$ cat src/rtl/out_port_arb_if.sv
// Handshake/bus bundle between the router input stage (master) and one output-port arbiter (slave).
interface out_port_arb_if #(
    parameter int NUM_IN = 5,
    parameter int CNTW   = 3
);
    logic [NUM_IN-1:0] req;
    logic [NUM_IN-1:0] tail;
    logic              credit_in;
    logic [NUM_IN-1:0] grant;
    logic              xfer;
    logic [CNTW-1:0]   credit_cnt;
    logic              busy;
    logic              ovf_err;

    modport master (
        output req, tail, credit_in,
        input  grant, xfer, credit_cnt, busy, ovf_err
    );

    modport slave (
        input  req, tail, credit_in,
        output grant, xfer, credit_cnt, busy, ovf_err
    );
endinterface

$ cat src/rtl/out_port_arb.sv
// Wormhole round-robin output-port arbiter with downstream credit tracking; grant 1 cycle after req.
// Owner's flits stall (xfer low) while credit_cnt is 0 or owner req drops; others wait for owner's tail.
module out_port_arb #(
    parameter int NUM_IN    = 5,
    parameter int BUF_DEPTH = 4,
    parameter int CNTW      = 3
) (
    input  logic          clk,
    input  logic          rst_,
    out_port_arb_if.slave bus
);
    localparam int IDXW = (NUM_IN > 1) ? $clog2(NUM_IN) : 1;
    localparam logic [CNTW-1:0]   FULL = CNTW'(BUF_DEPTH);
    localparam logic [IDXW-1:0]   LAST = IDXW'(NUM_IN - 1);
    localparam logic [NUM_IN-1:0] ONE  = NUM_IN'(1);

    typedef enum logic {
        S_IDLE,
        S_LOCKED
    } state_t;

    state_t            r_state;
    logic [NUM_IN-1:0] r_grant;
    logic [IDXW-1:0]   r_rr_ptr;
    logic              r_busy;
    logic [CNTW-1:0]   r_credit_cnt;
    logic              r_ovf_err;

    logic              w_win_vld;
    logic [IDXW-1:0]   w_win_idx;
    logic [IDXW-1:0]   w_scan_idx;
    logic              w_own_req;
    logic              w_own_tail;
    logic              w_xfer;

    // Scan from farthest to nearest so the closest requester after rr_ptr wins last.
    always_comb begin
        w_win_vld  = 1'b0;
        w_win_idx  = '0;
        w_scan_idx = '0;
        for (int k = NUM_IN; k >= 1; k--) begin
            w_scan_idx = IDXW'((int'(r_rr_ptr) + k) % NUM_IN);
            if (bus.req[w_scan_idx]) begin
                w_win_vld = 1'b1;
                w_win_idx = w_scan_idx;
            end
        end
    end

    assign w_own_req  = |(bus.req & r_grant);
    assign w_own_tail = |(bus.tail & r_grant);
    assign w_xfer     = (r_state == S_LOCKED) && w_own_req && (r_credit_cnt != '0);

    always_ff @(posedge clk or negedge rst_) begin
        if (!rst_) begin
            r_state  <= S_IDLE;
            r_grant  <= '0;
            r_busy   <= 1'b0;
            r_rr_ptr <= LAST;
        end else begin
            case (r_state)
                S_IDLE: begin
                    if (w_win_vld) begin
                        r_state  <= S_LOCKED;
                        r_grant  <= ONE << w_win_idx;
                        r_rr_ptr <= w_win_idx;
                        r_busy   <= 1'b1;
                    end
                end
                S_LOCKED: begin
                    if (w_xfer && w_own_tail) begin
                        r_state <= S_IDLE;
                        r_grant <= '0;
                        r_busy  <= 1'b0;
                    end
                end
            endcase
        end
    end

    // A credit arriving with a full counter is dropped and flagged rather than wrapped.
    always_ff @(posedge clk or negedge rst_) begin
        if (!rst_) begin
            r_credit_cnt <= FULL;
            r_ovf_err    <= 1'b0;
        end else begin
            case ({w_xfer, bus.credit_in})
                2'b10: r_credit_cnt <= r_credit_cnt - 1'b1;
                2'b01: begin
                    if (r_credit_cnt == FULL) begin
                        r_ovf_err <= 1'b1;
                    end else begin
                        r_credit_cnt <= r_credit_cnt + 1'b1;
                    end
                end
                default: ;
            endcase
        end
    end

    assign bus.grant      = r_grant;
    assign bus.xfer       = w_xfer;
    assign bus.credit_cnt = r_credit_cnt;
    assign bus.busy       = r_busy;
    assign bus.ovf_err    = r_ovf_err;
endmodule

$ cat src/flat_wrapper.sv
// flat-port wrapper written by rule: the top's interface ports become plain ports
module out_port_arb_flat 
#(
    parameter int NUM_IN    = 5,
    parameter int BUF_DEPTH = 4,
    parameter int CNTW      = 3
)
  (clk, rst_, bus_req, bus_tail, bus_credit_in, bus_grant, bus_xfer, bus_credit_cnt, bus_busy, bus_ovf_err);
  out_port_arb_if #(.NUM_IN(NUM_IN), .CNTW(CNTW)) bus_i ();
  input  logic clk;
  input  logic rst_;
  input wire logic [$bits(bus_i.req)-1:0] bus_req;
  input wire logic [$bits(bus_i.tail)-1:0] bus_tail;
  input wire logic [$bits(bus_i.credit_in)-1:0] bus_credit_in;
  output wire logic [$bits(bus_i.grant)-1:0] bus_grant;
  output wire logic [$bits(bus_i.xfer)-1:0] bus_xfer;
  output wire logic [$bits(bus_i.credit_cnt)-1:0] bus_credit_cnt;
  output wire logic [$bits(bus_i.busy)-1:0] bus_busy;
  output wire logic [$bits(bus_i.ovf_err)-1:0] bus_ovf_err;
  assign bus_i.req = bus_req;
  assign bus_i.tail = bus_tail;
  assign bus_i.credit_in = bus_credit_in;
  assign bus_grant = bus_i.grant;
  assign bus_xfer = bus_i.xfer;
  assign bus_credit_cnt = bus_i.credit_cnt;
  assign bus_busy = bus_i.busy;
  assign bus_ovf_err = bus_i.ovf_err;
  out_port_arb #(.NUM_IN(NUM_IN), .BUF_DEPTH(BUF_DEPTH), .CNTW(CNTW)) u_core (.clk(clk), .rst_(rst_), .bus(bus_i));
endmodule
$ cat config.mk
export PLATFORM = sky130hd
export DESIGN_NAME = out_port_arb_flat
export DESIGN_NICKNAME = d
export VERILOG_FILES = /design/src/rtl/out_port_arb_if.sv /design/src/rtl/out_port_arb.sv /design/src/flat_wrapper.sv
export SDC_FILE = /design/constraint.sdc
export NUM_CORES = 1
export LEC_CHECK = 0
export BUFFER_PORTS_ARGS = -buffer_cell sky130_fd_sc_hd__buf_2
export CORE_MARGIN = 3
export CORE_UTILIZATION = 30
export CTS_BUF_LIST = sky130_fd_sc_hd__clkbuf_4
export CTS_CLUSTER_DIAMETER = 80
export DETAILED_ROUTE_END_ITERATION = 10
export PLACE_DENSITY = 0.44
export SKIP_LAST_GASP = 1
export SLEW_MARGIN = 5
export SYNTH_ARGS = -nofsm -noshare
export SYNTH_HDL_FRONTEND = slang
export SYNTH_SLANG_ARGS = --single-unit
$ cat constraint.sdc
create_clock -name clk -period 5.2 [get_ports clk]
set_input_delay 0.26 -clock clk [delete_from_list [all_inputs] [get_ports clk]]
set_output_delay 0.26 -clock clk [all_outputs]
set_load 0.01 [all_outputs]
==> reports/qor.yml <==
logic_synthesis:
  number_of_enable_flip_flop_cells_after_synthesis: 0
  netlist-cell-type-count: 72
  syn_nets: 359
  post_synth_inst_count: 316
  synth_async_sr_flop_share_pct: 100.0
  synthesis.yosys.warnings: 0
  ys_seq_area_share_pct: 13.71
  synth_top_flop_cell: "sky130_fd_sc_hd__dfrtp_1"
  post_synth_instance_area_sq_mm: 0.002574
  synth.avg_cell_area_sq_um: 8.145
  synth.ff_latch_count: 14
drt:
  antenna_violating_nets_post_route: 0
  route.vias.total: 2551
  drt-total-wl_mm: 7.872
  detail_route.wl_per_cell_um: 17.73
  detail_route.iter0.violations: 150
  drc_errors: 0
  drt-vias-per-instance: 5.745
  detailedRoute.firstPassIterationCount: 4
layout:
  diodes: 0
  final-seq-area_sq_um: 352.8
  multiInputGateArea_sq_mm: 0.002056
  post_route_cells_drive_above_1_share_pct: 18.58
  filler_cell_count: 887
  leading_cell_type_in_the_layout_fill_and_taps_excluded: "sky130_fd_sc_hd__ha_1"
  number_of_nets_in_the_final_layout: 384
  leading_cell_types_in_the_layout_fill_and_taps_excluded: "sky130_fd_sc_hd__ha_1, sky130_fd_sc_hd__nand2_1, sky130_fd_sc_hd__inv_1"
  area_delta_synth_final_pct: 11.72
die:
  floorplan.core_area_sq_mm: 0.008258
  rows: 33
  floorplan.initialDensity_pct: 31.17
  fp.dieW_um: 98.63
  die-height_um: 98.63
  io-pin-count: 24
  floorplan.die_area_sq_mm: 0.009727
grt:
  maximum_number_of_pins_on_one_net_before_global_route_repair: 30
  grt_antenna_before_repair: 0
  number_of_global_route_vias_before_repair: 2580
  grt_pass1_wl_mm: 13.30
  grt_util_overall_pct: 16.59
  gr-total-overflow: 0
critical_path:
  crit_path_frequent_cell: "sky130_fd_sc_hd__ha_1"
  cp-start-kind: "flop"
  crit_required_ns: 5.38
  timing.setup.critical_path_class: "reg -> reg"
  critPathMaxStageDelay_ns: 0.73
  worstSetupEndpointType: "flop"
  worstSetupEndpoint: "u_core.bus.grant[0]"
  timing.critical_path.fanout_max: 17
  critical_path.startpoint: "u_core.r_rr_ptr[2]"
  crit-reg2reg-capture: "u_core.bus.grant[0]"
  cpMaxStageDelayCell: "sky130_fd_sc_hd__dfstp_2"
  timing.reg2reg.setup_slack_ns: 0.57
  crit_arrival_ns: 4.81
  critical_path.cell_chain: "inv_1 -> ha_1 -> ha_1 -> or2_2 -> o21a_1 -> xnor2_1 -> ha_1 -> inv_1 -> nor2_1 -> nor3_1 -> nor4_1 -> o32ai_1 -> nand3_1 -> o311ai_1 -> o211ai_1 -> a32o_1"
  worst-r2r-cell-count: 16
  crit-reg2reg-launch: "u_core.r_rr_ptr[2]"
sta:
  timing.clock.skew_ns: 0.01373
  fin_crit_sh_pct: 88.98
  max_freq_mhz: 216.1
  whs_ns: 0.3382
  setup_viol: 0
  timing_worst_slew_pin_value_ns: 0.9164
  fin_ws_ns: 0.5732
  unrepaired_setup_endpoints_after_global_routing: "false"
  final.min_clock_period_ns: 4.627
  timing.max_slew.rel_slack_pct: 38.13
  sum_of_negative_setup_slack_ns: 0
  hold_violation_count_in_the_final_report: 0
  maxSlewViolCount: 0
clock_tree:
  htree_num_levels: 1
  numCtsBuffers: 3
  cts_sinks: 14
  tritoncts: "done"
  clkSlewWorstSetupHoldPaths_ns: 0.09
  number_of_buffers_between_clock_root_and_the_deepest_sink: 2
  worst_skew_pair.late_latency_ns: 0.28
  cts_root_buffer: "sky130_fd_sc_hd__clkbuf_4"
job:
  max-cap-violations: 0
placement:
  io_buffers: 23
  preCtsSetupSlack_ns: 0.4141
  globalplace.congestion: 0.8661
  place.detailed.hpwl_mm: 6.088
run_status:
  run_status: "finished, final reports clean"
hold_path:
  min-delay-path-class: "in -> reg"
registers in the layout (all words and copies together), names as in the netlist:
name                   cells
u_core.bus.busy            1
u_core.bus.credit_cnt      3
u_core.bus.grant           5
u_core.bus.ovf_err         1
u_core.r_rr_ptr            3
u_core.r_state             1
cell families (layout without fill, tap and decap cells):
| group | count (synthesis) | in the layout | synth area share [%] |
|---|---|---|---|
| DFF | 14 | 14 | 13.71 |
| AOI/OAI and AO/OA | 107 | 107 | 31.21 |
| and+or+nand+nor | 92 | 92 | 19.25 |
| muxes | 21 | 21 | 10.26 |
| xor gates and xnor gates | 10 | 10 | 3.695 |
| buffers and inverters | 42 | 65 | 6.709 |
| adders and majority gates | 30 | 30 | 15.17 |
layout make-up:
| class | instances | share of cell area, % |
|---|---|---|
| Multi-Input combinational cell | 260 | 71.50 |
| Sequential cell | 14 | 12.27 |
| Timing Repair Buffer | 36 | 7.485 |
| Tap cell | 105 | 4.569 |
| Inverter | 26 | 3.394 |
| Clock buffer | 3 | 0.7833 |
per-stage QoR:
step	utilization, %	cell area (sq um)	instances
2_1_floorplan	-	2574	316
3_3_place_gp	34.33	2835	440
3_5_place_dp	34.33	2835	440
4_1_cts	34.73	2868	444
5_1_grt	34.82	2875	444
6_report	34.82	2875	444
how the worst min path moves through the flow:
stage                        startpoint                        to  cells after the start
after floorplan                    rst_           u_core.bus.busy                      0
after global placement             rst_        u_core.bus.ovf_err                      1
after detailed placement           rst_        u_core.bus.ovf_err                      1
after CTS                 bus_credit_in  u_core.bus.credit_cnt[1]                      3
after global routing      bus_credit_in  u_core.bus.credit_cnt[1]                      3
final                     bus_credit_in  u_core.bus.credit_cnt[1]                      3
routing by layer:
layer  track usage [%]  routed length, um  vias up
li1                  -                  -     1249
met1             24.21               3856     1240
met2             26.73               3645       55
met3             1.486                310        7
met4             3.466                 60        0
met5                 0                  0        -
synthesized netlist by cell type, drive strengths merged (3+ instances only):
library cell	count	share of area, %
a211o	3	1.0
a211oi	10	3.1
a21oi	17	3.7
a22oi	3	1.4
a2bb2oi	3	1.0
and2	3	0.73
and3	3	0.73
buf	6	1.5
clkbuf	10	1.5
dfrtp	12	12
ha	28	14
inv	26	3.8
mux2	3	1.3
mux2i	14	5.4
mux4	4	3.5
nand2	26	3.8
nand2b	5	1.2
nand3	9	1.7
nor2	12	1.7
nor2b	5	1.2
nor3	7	1.6
nor4	4	0.97
o211ai	9	2.6
o21a	6	1.7
o21ai	19	3.7
o21bai	3	0.87
o22ai	3	0.73
o311ai	4	1.4
o31ai	6	1.9
or2	4	0.97
xnor2	8	2.7
timing repair:
item	CTS	global route
endpoints found under the setup margin	0	5
hold buffers	1	0
hold endpoints to repair	12	0
buffers inserted	0	0
resized for setup	0	2
critical path: cells and delay by family, from the launching register on:
| kind | cells | cell delay, ns |
|---|---|---|
| AOI/OAI and AO/OA | 5 | 1.42 |
| and+or+nand+nor | 5 | 1.00 |
| buffers and inverters | 2 | 0.36 |
| adders and majority gates | 3 | 0.82 |
| xor gates and xnor gates | 1 | 0.19 |
| DFF | 1 | 0.73 |
Power is left out: the tool's default activity adds up to more than one toggle a clock period on the data nets, which glitch-free logic cannot reach.
